<file path="config.mk">
export PLATFORM = sky130hd
export DESIGN_NAME = rv64_fetch_stage
export DESIGN_NICKNAME = d
export VERILOG_FILES = /design/src/rtl/rv64_fetch_stage.sv
export SDC_FILE = /design/constraint.sdc
export NUM_CORES = 1
export LEC_CHECK = 0
export BUFFER_PORTS_ARGS = -buffer_cell sky130_fd_sc_hd__buf_2
export CELL_PAD_IN_SITES_DETAIL_PLACEMENT = 1
export CELL_PAD_IN_SITES_GLOBAL_PLACEMENT = 1
export CORE_MARGIN = 10
export CORE_UTILIZATION = 40
export CTS_CLUSTER_SIZE = 12
export DETAILED_ROUTE_END_ITERATION = 8
export GPL_TIMING_DRIVEN = 1
export PLACE_DENSITY_LB_ADDON = 0.1
export SYNTH_ARGS = -nofsm -noshare
export SYNTH_HDL_FRONTEND = slang
export SYNTH_SLANG_ARGS = --single-unit
</file>
<file path="constraint.sdc">
create_clock -name clk -period 2.3 [get_ports clk]
set_input_delay 0.115 -clock clk [delete_from_list [all_inputs] [get_ports clk]]
set_output_delay 0.115 -clock clk [all_outputs]
set_load 0.005 [all_outputs]
</file>
<file path="src/rtl/rv64_fetch_stage.sv">
// Instruction-fetch stage: PC generation, single-outstanding req/addr_ok/data_ok bus master,
// one-entry instruction buffer toward stage 1, and redirect handling with in-flight cancel.
module rv64_fetch_stage #(
  parameter logic [63:0] RESET_PC = 64'h0000_0000_8000_0000,
  parameter int          INST_W   = 32
) (
  input  logic                 clk,
  input  logic                 rst,
  input  logic                 redirect_valid,
  input  logic [63:0]          redirect_pc,
  output logic                 inst_req,
  output logic [63:0]          inst_addr,
  input  logic                 inst_addr_ok,
  input  logic [INST_W-1:0]    inst_rdata,
  input  logic                 inst_data_ok,
  input  logic                 out_allow,
  output logic                 validout,
  output logic [64+INST_W-1:0] dataout
);

  typedef enum logic [1:0] {S_IDLE, S_REQ, S_DATA} state_t;

  state_t              state;
  logic [63:0]         next_pc;
  logic [63:0]         req_pc;
  logic [63:0]         buf_pc;
  logic [INST_W-1:0]   buf_inst;
  logic                buf_valid;
  logic                cancel;

  logic [63:0]         redirect_aligned;
  logic [63:0]         issue_pc;
  logic                drain;
  logic                can_issue;
  logic                load;

  assign redirect_aligned = redirect_pc & ~64'd3;
  assign issue_pc         = redirect_valid ? redirect_aligned : next_pc;
  assign validout         = buf_valid && !redirect_valid;
  assign drain            = validout && out_allow;
  assign can_issue        = !buf_valid || drain;
  assign load             = (state == S_DATA) && inst_data_ok && !cancel && !redirect_valid;
  assign dataout          = {buf_pc, buf_inst};

  // A redirect is applied last so it overrides both a same-cycle load and the cancel clear.
  always_ff @(posedge clk) begin
    if (rst) begin
      state     <= S_IDLE;
      next_pc   <= RESET_PC;
      req_pc    <= '0;
      buf_pc    <= '0;
      buf_inst  <= '0;
      buf_valid <= 1'b0;
      cancel    <= 1'b0;
      inst_req  <= 1'b0;
      inst_addr <= '0;
    end else begin
      case (state)
        S_IDLE: begin
          if (can_issue) begin
            state     <= S_REQ;
            req_pc    <= issue_pc;
            inst_req  <= 1'b1;
            inst_addr <= issue_pc;
          end
        end
        S_REQ: begin
          if (inst_addr_ok) begin
            state     <= S_DATA;
            inst_req  <= 1'b0;
            inst_addr <= '0;
          end
        end
        S_DATA: begin
          if (inst_data_ok) begin
            state <= S_IDLE;
            if (!load) cancel <= 1'b0;
          end
        end
        default: begin
          state     <= S_IDLE;
          inst_req  <= 1'b0;
          inst_addr <= '0;
        end
      endcase

      if (load) begin
        buf_pc    <= req_pc;
        buf_inst  <= inst_rdata;
        buf_valid <= 1'b1;
        next_pc   <= req_pc + 64'd4;
      end else if (drain) begin
        buf_valid <= 1'b0;
      end

      if (redirect_valid) begin
        next_pc   <= redirect_aligned;
        buf_valid <= 1'b0;
        if (state == S_REQ || (state == S_DATA && !inst_data_ok))
          cancel <= 1'b1;
      end
    end
  end

endmodule

</file>
==> qor.csv <==
metric;value;unit
post-DP HPWL;27900;um
root buf cell;clkbuf_16;
Fmax;0.456;GHz
Synthesized Nets;1644;
asr flop ratio synth;0;
max incr delay on CP;0.60;ns
Yosys cell types;52;
Slowest-stage cell, CP;or4_4;
CTS Sinks;293;
critical path required time;2.72;ns
Final Setup Violations;0;
outcome;complete, no violations;
Slew headroom;0.555;
power consumption;12.0;mW
final RePlAce weighted congestion;0.803;
drt total wl;42100;um
Cell Rows;63;
mean area per synthesized cell;7.89;um2
All-Layer GR Usage;0.214;
crit-path cells;nand4_4 -> or4_4 -> nor4_4 -> buf_4 -> nand4_1 -> xor2_1 -> a211oi_2;
Peak VDD IR;0.595;mV
CP arrival;2.62;ns
hold depth;5;
vias in the first global route;12368;
layout cells sized above 1;0.213;
Die X;194;um
Syn Std Cell Area;0.0122;mm2
drt wl/cell;18.4;um
maximum clock path buffer count;3;
kind of critical path;flip-flop to flip-flop;
Main synth FF type;dfxtp_1;
final hold vios;0;
Synth Instances;1541;
crit path time final;2.19;ns
Worst path top cell family by delay;simple AND/OR/NAND/NOR gates;
DRC viols;0;
Core Area;0.0298;mm2
Pre-Repair DR Iteration Count;6;
CTS tree;built;
H-Tree Level Count;2;
# fillers;3669;
first-pass GRT wire length;68100;um
max cap viols;0;
Startpoint Class;flip-flop;
CP Capture Type;flip-flop;
initial drt markers;542;
Vias;11934;
Seq/Total Area, Yosys;0.483;
Initial Util;0.408;
Reg2Reg Setup Slack;0.11;ns
hold wc startpoint;redirect_pc[16];
total die area;0.0378;mm2
critical path depth;7;
Slew @ Worst Pin;0.668;ns
clock latency on the worst-skew pair;0.51;ns
Post-synth EDFFs;0;
area grow syn2layout;33.1;%
antenna violations before repair;3;
Num CTS Buffers;34;
worst clock skew;0.0162;ns
Worst Hold Class;input port to flip-flop;
clock-pin transition on the worst setup and hold timing paths;0.06;ns
CP max FO;9;
R2R Path Start;req_pc[10];
post-detailed-route count of antenna-violating nets;0;
# nets final;1983;
GRT Residual Overflow;0;
routed vias/inst;5.20;
Yosys reg bits;293;
PortBufs;261;
Critical path origin;req_pc[10];
WP buf/inv;1;
leakage;6.67;nW
final period utilization;0.954;
setup TNS;0;ns
Pwr per Cell Area;740;mW/mm2
final count of pins violating max slew;0;
synth warn;0;
I/O pin cnt;264;
cells on worst reg2reg path;7;
Die H;194;um
largest net degree at the start of global routing;129;
## cell usage after synthesis, types with 3 or more instances
master	n	share of area
a222oi_1	9	0.0074
buf_2	7	0.0029
dfxtp_1	293	0.48
nand2b_1	11	0.0057
and4_1	6	0.0043
a21oi_1	294	0.12
or2_2	3	0.0015
buf_1	5	0.0015
a211oi_1	21	0.013
o21a_1	3	0.0019
nor4_1	10	0.0051
nor3_1	24	0.0099
o32ai_1	3	0.0022
a22oi_1	9	0.0056
nor2_1	271	0.084
or3_1	4	0.0021
clkbuf_1	107	0.033
nand2_1	252	0.078
xor2_1	19	0.014
inv_1	16	0.0049
o21ai_0	14	0.0058
nand4_1	13	0.0067
xnor2_1	34	0.025
nor2b_1	4	0.0021
mux2i_1	51	0.042
nor4_2	3	0.0031
a211oi_2	6	0.0062
nand3_1	19	0.0078
a21o_1	3	0.0019
## routing by layer
metal / up-vias / part of all wire / global-route usage
met4: 2 / 0.017 / 0.0505
li1: 5877 / - / -
met3: 46 / 0.045 / 0.0396
met2: 233 / 0.47 / 0.355
met1: 5776 / 0.46 / 0.281
met5: - / 0.00017 / 0
## timing repair
item / 4_1_cts / 5_1_grt
hold buffers: 96 / 0
endpoints found under the hold margin: 93 / 0
setup buffers: 0 / 0
endpoints found under the setup margin: 1 / 15
resized for setup: 1 / 9
pin swaps: 0 / 3
## worst register-to-register path, stage by stage, from the launching register on
cell and delay [ns]:
dfxtp_1 0.44, nand4_4 0.17, or4_4 0.60, nor4_4 0.16, buf_4 0.22, nand4_1 0.14, xor2_1 0.18, a211oi_2 0.21
## path summary, 6_finish.rpt
check | end
min reg2reg | buf_pc[36]
min | next_pc[16]
max reg2reg | next_pc[49]
max | next_pc[49]
## kinds of logic after synthesis
family          after synthesis  share of synthesized area
xor+xnor                     53                     0.0382
simple gates                633                      0.221
buf+inv                     137                     0.0436
compound gates              373                      0.172
fa+ha+maj                     1                    0.00103
flops                       293                      0.483
mux                          51                     0.0420
## cell type report
type	count	area, um2	area share
Tap cell	390	488	0.0302
Timing Repair Buffer	424	2870	0.178
Clock inverter	8	47.5	0.00294
Antenna cell	2	5.00	0.000309
Clock buffer	51	986	0.0610
Inverter	16	60.1	0.00371
Sequential cell	293	5870	0.363
Multi-Input combinational cell	1111	5850	0.361
## per-stage QoR
step                hold slack (ns)  utilization  std cells  setup slack (ns)  cell area, um2
floorplan                     0.232            -       1541             0.195           12200
global placement              0.346        0.474       2138             0.112           14100
detailed placement            0.359        0.474       2138            0.0454           14100
CTS                         0.00304        0.541       2293            0.0379           16100
global route                 0.0121        0.543       2295          -0.00833           16200
finish                       0.0129        0.543       2295             0.107           16200
## flip-flops by register name, summed over array words and instances, names as in the netlist
signal / cells
buf_pc: 64
inst_addr: 64
state: 2
cancel: 1
req_pc: 64
next_pc: 64
buf_inst: 32
buf_valid: 1
inst_req: 1
## power breakdown
| part | internal, mW | leakage [nW] | switching [mW] |
|---|---|---|---|
| Combinational | 0.600 | 3.76 | 0.803 |
| Clock | 2.97 | 0.513 | 2.13 |
| Sequential | 5.31 | 2.39 | 0.167 |
| Total | 8.87 | 6.67 | 3.10 |
## placed cells by master (no fill, tap or decap), types with 7 or more instances in the layout
| cell | count |
|---|---|
| a211oi_1 | 21 |
| a21oi_1 | 294 |
| a222oi_1 | 9 |
| a22oi_1 | 9 |
| buf_12 | 7 |
| buf_2 | 259 |
| buf_4 | 60 |
| clkbuf_1 | 11 |
| clkbuf_16 | 35 |
| dfxtp_1 | 292 |
| dlygate4sd3_1 | 96 |
| inv_1 | 16 |
| mux2i_1 | 51 |
| nand2_1 | 251 |
| nand2b_1 | 10 |
| nand3_1 | 19 |
| nand4_1 | 13 |
| nor2_1 | 269 |
| nor3_1 | 23 |
| nor4_1 | 8 |
| o21ai_0 | 14 |
| xnor2_1 | 34 |
| xor2_1 | 19 |
(Power assumes the default switching activity.)
